**src/rtl/eth_ocm_mem_arb.sv**
```systemverilog
// eth_ocm_mem_arb: shares one Avalon-MM master port between the MAC's RX DMA
// write master and TX DMA read master. Registered grant, RX favoured on
// contention, bounded-burst fairness, and throttling of outstanding TX reads.
// Optional stall statistics are compiled in with ETH_OCM_ARB_STATS_EN.
module eth_ocm_mem_arb #(
  parameter int unsigned ADDR_W            = 32,
  parameter int unsigned RX_HOLD_BEATS     = 4,
  parameter int unsigned MAX_PENDING_READS = 4
) (
  input  logic              av_clk,
  input  logic              av_reset_n,
  input  logic [ADDR_W-1:0] rx_address,
  input  logic              rx_write,
  input  logic [31:0]       rx_writedata,
  input  logic [3:0]        rx_byteenable,
  output logic              rx_waitrequest,
  input  logic [ADDR_W-1:0] tx_address,
  input  logic              tx_read,
  output logic              tx_waitrequest,
  output logic [31:0]       tx_readdata,
  output logic              tx_readdatavalid,
  output logic [ADDR_W-1:0] m_address,
  output logic              m_read,
  output logic              m_write,
  output logic [31:0]       m_writedata,
  output logic [3:0]        m_byteenable,
  input  logic              m_waitrequest,
  input  logic [31:0]       m_readdata,
  input  logic              m_readdatavalid
`ifdef ETH_OCM_ARB_STATS_EN
  ,
  input  logic              stat_clr,
  output logic [15:0]       stat_rx_stall,
  output logic [15:0]       stat_tx_stall
`endif
);

  typedef enum logic [1:0] {IDLE, GRANT_RX, GRANT_TX} state_t;

  localparam logic [3:0] HOLD = 4'(RX_HOLD_BEATS);
  localparam logic [3:0] MAXP = 4'(MAX_PENDING_READS);

  state_t     state, state_nxt;
  logic [3:0] beat_cnt, beat_nxt;
  logic [3:0] pend_cnt;
  logic       rd_full;
  logic       tx_req;
  logic       accept;
  logic       rd_acc;
  logic       hold_done;

  function automatic logic [3:0] sat_inc4(input logic [3:0] v, input logic [3:0] lim);
    return (v >= lim) ? v : v + 4'd1;
  endfunction

  function automatic logic [3:0] clamp_dec4(input logic [3:0] v);
    return (v == 4'd0) ? v : v - 4'd1;
  endfunction

  assign rd_full   = (pend_cnt == MAXP);
  assign tx_req    = tx_read & ~rd_full;
  assign accept    = (m_read | m_write) & ~m_waitrequest;
  assign rd_acc    = m_read & ~m_waitrequest;
  // Saturated counts (>=) still hand over once the other side starts asking.
  assign hold_done = accept & (({1'b0, beat_cnt} + 5'd1) >= {1'b0, HOLD});

  // Read data is passed straight through regardless of which side holds the grant.
  assign tx_readdata      = m_readdata;
  assign tx_readdatavalid = m_readdatavalid;

  // Master-side mux and waitrequests driven from the registered grant.
  always_comb begin
    m_address      = '0;
    m_writedata    = '0;
    m_byteenable   = '0;
    m_read         = 1'b0;
    m_write        = 1'b0;
    rx_waitrequest = 1'b1;
    tx_waitrequest = 1'b1;
    case (state)
      GRANT_RX: begin
        m_address      = rx_address;
        m_writedata    = rx_writedata;
        m_byteenable   = rx_byteenable;
        m_write        = rx_write;
        rx_waitrequest = m_waitrequest;
      end
      GRANT_TX: begin
        m_address      = tx_address;
        m_byteenable   = 4'hF;
        m_read         = tx_req;
        tx_waitrequest = rd_full | m_waitrequest;
      end
      default: ;
    endcase
  end

  // Next grant and beat count: RX wins ties, the holder yields after its burst budget.
  always_comb begin
    state_nxt = state;
    case (state)
      IDLE: begin
        if (rx_write)    state_nxt = GRANT_RX;
        else if (tx_req) state_nxt = GRANT_TX;
      end
      GRANT_RX: begin
        if (!rx_write || (hold_done && tx_req))
          state_nxt = tx_req ? GRANT_TX : IDLE;
      end
      GRANT_TX: begin
        // A throttled TX keeps the grant only if RX has nothing to send.
        if (!tx_req || (hold_done && rx_write))
          state_nxt = rx_write ? GRANT_RX : (tx_read ? GRANT_TX : IDLE);
      end
      default: state_nxt = IDLE;
    endcase

    beat_nxt = beat_cnt;
    if (state_nxt != state || state_nxt == IDLE) beat_nxt = 4'd0;
    else if (accept)                             beat_nxt = sat_inc4(beat_cnt, HOLD);
  end

  // Grant state and beat counter registers.
  always_ff @(posedge av_clk) begin
    if (!av_reset_n) begin
      state    <= IDLE;
      beat_cnt <= 4'd0;
    end else begin
      state    <= state_nxt;
      beat_cnt <= beat_nxt;
    end
  end

  // Outstanding read tracker; a return after reset never underflows.
  always_ff @(posedge av_clk) begin
    if (!av_reset_n) begin
      pend_cnt <= 4'd0;
    end else if (rd_acc && !m_readdatavalid) begin
      pend_cnt <= sat_inc4(pend_cnt, 4'hF);
    end else if (!rd_acc && m_readdatavalid) begin
      pend_cnt <= clamp_dec4(pend_cnt);
    end
  end

`ifdef ETH_OCM_ARB_STATS_EN
  function automatic logic [15:0] sat_inc16(input logic [15:0] v);
    return (v == 16'hFFFF) ? v : v + 16'd1;
  endfunction

  // Stall-cycle statistics; clear takes priority over counting.
  always_ff @(posedge av_clk) begin
    if (!av_reset_n || stat_clr) begin
      stat_rx_stall <= 16'd0;
      stat_tx_stall <= 16'd0;
    end else begin
      if (rx_write && rx_waitrequest) stat_rx_stall <= sat_inc16(stat_rx_stall);
      if (tx_read && tx_waitrequest)  stat_tx_stall <= sat_inc16(stat_tx_stall);
    end
  end
`endif

endmodule
```
**config.mk**
```make
export PLATFORM = sky130hd
export DESIGN_NAME = eth_ocm_mem_arb
export DESIGN_NICKNAME = d
export VERILOG_FILES = /design/src/rtl/eth_ocm_mem_arb.sv
export SDC_FILE = /design/constraint.sdc
export NUM_CORES = 1
export LEC_CHECK = 0
export ABC_AREA = 1
export CORE_AREA = 3 3 94 96
export CTS_CLUSTER_DIAMETER = 60
export CTS_CLUSTER_SIZE = 40
export DETAILED_ROUTE_END_ITERATION = 16
export DIE_AREA = 0 0 97 99
export PLACE_DENSITY = 0.73
export SLEW_MARGIN = 20
export SYNTH_ARGS = -nofsm -noshare
export SYNTH_HDL_FRONTEND = slang
export SYNTH_SLANG_ARGS = --single-unit
```
**constraint.sdc**
```tcl
create_clock -name av_clk -period 4.3 [get_ports av_clk]
set_input_delay 0.86 -clock av_clk [delete_from_list [all_inputs] [get_ports av_clk]]
set_output_delay 0.86 -clock av_clk [all_outputs]
set_load 0.005 [all_outputs]
```
==> Word-level counts from Yosys, hierarchy flattened <==
Index checks and enable logic that the tools add are counted.
{ "totals": {"input_bits": 138, "ff_bits": 10} }
{ "classes": {"bitwise_logic": 10, "muxes": 19, "magnitude_cmp": 3, "n_reduce_logical": 18, "n_eq_ne": 6, "n_addsub": 4} }
{ "ops": {"columns": ["op", "n"], "rows": [
  ["32-bit one-hot mux with 2 select lines", 1],
  ["32-bit two-way mux", 1],
  ["4-bit two-way mux", 4],
  ["2-bit two-way mux", 7],
  ["4-bit by 1-bit adder with 4-bit output, second input constant", 2],
  ["4-bit one-hot mux with 2 select lines", 1],
  ["2-bit one-hot mux with 3 select lines", 1],
  ["4-bit by 1-bit adder with 5-bit output, second input constant", 1],
  ["5-bit by 3-bit greater-or-equal comparator with 1-bit output, second input constant", 1],
  ["1-bit AND", 4],
  ["4-bit by 3-bit == test with 1-bit output, second input constant", 1],
  ["4-bit by 3-bit greater-or-equal comparator with 1-bit output, second input constant", 1],
  ["4-bit greater-or-equal comparator, second input constant", 1],
  ["1-bit logical AND", 4],
  ["1-bit zero test", 4],
  ["2-bit zero test", 2],
  ["4-bit zero test", 1],
  ["1-bit two-way mux", 4],
  ["2-bit inequality test, second input constant", 2],
  ["1-bit inverter", 4],
  ["4-bit by 1-bit subtractor with 4-bit output, second input constant", 1],
  ["1-bit logical OR", 3],
  ["3-bit AND reduction", 1],
  ["2-bit by 1-bit == test with 1-bit output, second input constant", 1],
  ["other kinds (6)", 7]
]} }

==> Logic depth before layout (Yosys ltp) <==
{ "depth": {"ltp_word": 14, "depth_mapped": 17, "ltp_nobuf": 16} }

==> Least setup slack after synthesis <==
No wires, ideal clock.
{ "synth_path": {"path_kind": "input to register", "start": "input m_waitrequest", "end": "register pend_cnt[3]", "setup_ns": 0.122, "n_path_buf": 0, "t_arrival_ns": 2.243, "path_stages": 12, "path_slack_ns": 1.935, "path_cell_list": "nor2_4 > nand3_1 > inv_1 > ha_1 > inv_1 > ha_1 > a21oi_1 > nand2_1 > a21oi_1 > o21ai_0 > o21ai_0 > a21oi_1"} }
{ "synth_between": {"elab_chain_cells": 6, "elab_cells_between_ends": 10, "classes_between": "eq/ne (2); mux (1); bitwise (2); reduce/logical (5)"} }
{ "synth_rtl": {"columns": ["element", "line_no", "rtl"], "rows": [
  ["start: declaration", "27", "input logic m_waitrequest,"],
  ["1-bit inverter *", "63", "assign rd_acc = m_read & ~m_waitrequest;"],
  ["1-bit AND *", "63", null],
  ["1-bit zero test", "140", "end else if (!rd_acc && m_readdatavalid) begin"],
  ["1-bit logical AND", "140", null],
  ["2-bit nonzero test (no source line)", null, null],
  ["3-bit AND reduction (no source line)", null, null],
  ["end signal: assignment", "139", "pend_cnt <= sat_inc4(pend_cnt, 4'hF);"],
  ["end signal: assignment", "141", "pend_cnt <= clamp_dec4(pend_cnt);"],
  ["end: declaration", "45", "logic [3:0] pend_cnt;"]
]} }
Every way passes the cells marked *; elsewhere a longest branch is shown, timed or not.
A chain may end at the register's enable or synchronous reset.

==> Worst setup path after layout <==
{ "layout_path": {"start": "register state[1]", "end": "output m_address[16]"} }
{ "layout_between": {"elab_chain_cells": 2, "elab_cells_between_ends": 3, "classes_between": "eq/ne (2); mux (1)"} }
{ "layout_rtl": {"columns": ["element", "line_no", "rtl"], "rows": [
  ["start: declaration", "43", "state_t state, state_nxt;"],
  ["start signal: assignment", "129", "state <= state_nxt;"],
  ["2-bit == test or 2-bit by 1-bit == test with 1-bit output (tied branches)", "80", "case (state)"],
  ["32-bit one-hot mux with 2 select lines *", "80", null],
  ["end: declaration", "22", "output logic [ADDR_W-1:0] m_address,"]
]} }
Marked as above.

==> impl_metrics.toml <==
[sta]
worst_slew_pin_slew_ps = 613.3
report.final.hold_viol_count = 0
post-route-period-util = 0.7962
totalNegativeSetupSlack_ps = 0
postLayoutSetupSlackWorst_ps = 876.4
slew_violations = 0
final.min_clock_period_ps = 3424
timing.slew.headroom = 0.5911
final.setup_skew_ps = 2.949
fmaxAchievable_ghz = 0.2921
setup_viol = 0
grt_setup_unrepaired = "no"

[route]
drt_pass1_iterations = 4
drt_drc_violations_left = 0
drtAntennaViolNets = 0
via_per_inst = 4.202
dr.first_iter.drc_count = 82
wl_um = 7687
routedWlPerCell_um = 13.28
dr_total_vias = 2433

[critical_path]
start_kind = "flip-flop"
crit_path_kind = "flip-flop to primary output"
worst_ep_arrival_time_ps = 2560
critical_path_fanouts_max = 31
cp.required_ps = 3440
worst_setup_path_end_kind = "primary output"

[clock_network]
cts_tree = "yes"
worst_skew_pair_latency_ps = 230
cts-root-buf = "clkbuf_8"
htreeDepth = 1
clockBufferDepth = 2
cts.sinks = 10
cts.reportedPaths.clkPinSlew_ps = 50
post_cts_hold_buffer_count = 0
clock_buffer_count_from_cts = 3
cts_resized = 0
post-cts-setup-buffer-count = 0

[layout]
antenna_cells_inserted = 0
drive_gt1_frac = 0.04852
number_of_nets_in_the_final_layout = 624
stdcell_count = 579
fillers = 831
finish.utilization = 0.4284
area_of_combinational_cells_with_multiple_inputs_mm2 = 0.001091
seq_area_um2 = 200.2
syn_to_final_growth_pct = 92.87

[floorplanning]
chipWidth_um = 97
start_util = 0.2221
die_height_um = 99
rows = 33
core-area_mm2 = 0.008134
ios = 243
design.die.area_mm2 = 0.009603

[pwr]
p_clk_frac = 0.106
power_density_mw_per_mm2 = 254.2
p_int_mw = 0.5096
power.share.combinational = 0.731
switching_power_mw = 0.3762
total_leakage_power_nw = 1.535
seqPwrFrac = 0.164
p_sw_frac = 0.4247
ir_drop_uv = 200.9

[yosys]
ys_types = 30
synth_simple_gate_area_share = 0.3421
synth_compound_gate_area_share = 0.1717
yosysWarningCount = 0
synth.net_count = 485
synth_mux_area_frac = 0.005540
synth_adder_area_share = 0.07341
ys_seq_elements = 10
synthCells = 337
xor_xnor_fraction_of_synth_area = 0.009695
synth_cell_area_mm2 = 0.001807
post_synth.cell_area_avg_um2 = 5.361
synth_top_family_by_area = "simple AND/OR/NAND/NOR gates"
synth_sequential_area_ratio = 0.1108

[global_routing]
via_count_of_the_first_global_routing_pass = 2398
overflow_left_after_global_routing = 0
gr_usage_total = 0.1475
pin_count_of_the_biggest_net_entering_global_routing = 32
antenna_found_initial = 0
grt_pass1_wl_um = 11740

[place]
place_hpwl_um = 6695
gp_congestion = 0.8330
post-place-cells = 576
preCtsSetupSlack_ps = 1083
port_buffers = 178

[flow_run]
drv.max_cap_violation_count = 0

[outcome]
run_status = "finished, final reports clean"

[hold_path]
timing.hold.worst.class = "flip-flop to flip-flop"
[flip-flops by register name, indices dropped and copies added (netlist names)]
register  cells
beat_cnt      4
pend_cnt      4
state         2
[through the flow]
| stage | hold slack [ps] | instance area (µm²) | power [mW] |
|---|---|---|---|
| after global routing | 498.5 | 3485 | 0.9728 |
| after detailed placement | 443.4 | 3443 | 0.7974 |
| after CTS | 465.2 | 3485 | 0.8964 |
| after floorplan | 430.5 | 1807 | 0.4937 |
| after global placement | 442.5 | 3443 | 0.7879 |
| final | 462.2 | 3485 | 0.8858 |
[synth_stat cells]
cell type    n  area (µm²)
a21boi_1     1       7.510
a21oi_1     47       235.2
a21oi_2      1       8.760
a31o_2       1       8.760
buf_1        4       15.01
buf_2        1       5.000
buf_4       34       255.2
clkbuf_1     9       33.78
clkinv_1     1       3.750
dfxtp_1     10       200.2
fa_1         1       20.02
ha_1         9       112.6
inv_1       51       191.4
inv_2        2       7.510
inv_4        1       6.260
mux2i_1      1       10.01
nand2_1    126       473.0
nand2_2      2       12.51
nand2_4      1       11.26
nand3_1      6       30.03
nand3_2      1       10.01
nor2_1      12       45.04
nor2_2       4       25.02
nor2_4       1       11.26
o211ai_2     1       12.51
o21ai_0      5       25.02
o21ai_1      1       5.000
o31ai_1      1       7.510
xnor2_1      1       8.760
xor2_1       1       8.760
[layout make-up]
cell class,instances,area share
Timing Repair Buffer,182,0.5199
Multi-Input combinational cell,224,0.3131
Inverter,55,0.05996
Sequential cell,10,0.05745
Tap cell,105,0.03770
Clock buffer,3,0.01185
[cell families (layout without fill, tap and decap cells)]
| family | Yosys count | after routing |
|---|---|---|
| AO/OA/AOI/OAI | 58 | 58 |
| multiplexers | 1 | 1 |
| adder cells (fa/ha/maj) | 10 | 10 |
| buffers and inverters | 103 | 240 |
| AND/OR/NAND/NOR | 153 | 153 |
| flip-flops | 10 | 10 |
| XOR/XNOR | 2 | 2 |
[routing by layer]
layer	part of all wire	routed length (µm)	track usage	vias to the layer above
met5	0	0	0	-
met4	0.0047	36	0.02160	0
met3	0.085	652	0.04246	6
met2	0.56	4267	0.3015	123
met1	0.36	2731	0.1491	1044
li1	-	-	-	1260
[power groups by stage]
| stage | combinational [mW] | clock [mW] | sequential, mW |
|---|---|---|---|
| after floorplan | 0.354 | 0 | 0.140 |
| after global placement | 0.643 | 0 | 0.144 |
| after detailed placement | 0.650 | 0 | 0.147 |
| after CTS | 0.654 | 0.0971 | 0.145 |
| after global routing | 0.719 | 0.103 | 0.151 |
| final | 0.647 | 0.0936 | 0.145 |
[worst paths after layout]
path,startpoint,endpoint,slack [ps],cells after the start
setup / recovery,state[1],m_address[16],880,6
hold / removal,beat_cnt[3],beat_cnt[3],460,2
setup reg to reg,state[0],pend_cnt[3],1180,16
hold reg to reg,beat_cnt[3],beat_cnt[3],460,2
[cell usage in the layout (no fill, tap or decap)]
| master | instances |
|---|---|
| clkdlybuf4s50_1 | 178 |
| nand2_1 | 126 |
| inv_1 | 51 |
| a21oi_1 | 47 |
| nor2_1 | 12 |
| dfxtp_1 | 10 |
| ha_1 | 8 |
| nand3_1 | 6 |
| o21ai_0 | 5 |
| nor2_2 | 4 |
| buf_4 | 4 |
| clkbuf_8 | 3 |
| inv_2 | 2 |
| nand2_2 | 2 |
| clkinv_1 | 1 |
| inv_4 | 1 |
| nor2_4 | 1 |
| nand2_4 | 1 |
| xor2_1 | 1 |
| o211ai_2 | 1 |
| a21oi_2 | 1 |
| nand3_2 | 1 |
| a21boi_1 | 1 |
| o21ai_1 | 1 |
| a31o_2 | 1 |
| o31ai_1 | 1 |
| xnor2_1 | 1 |
| mux2i_1 | 1 |
| fa_1 | 1 |
| ha_2 | 1 |
[critical path: stages, from the launching register on]
cell and delay, ps:
dfxtp_1 350, inv_1 160, ha_2 600, buf_4 350, nand2_1 80, a21oi_1 220, clkdlybuf4s50_1 570
Power figures use the tool's default switching activity.
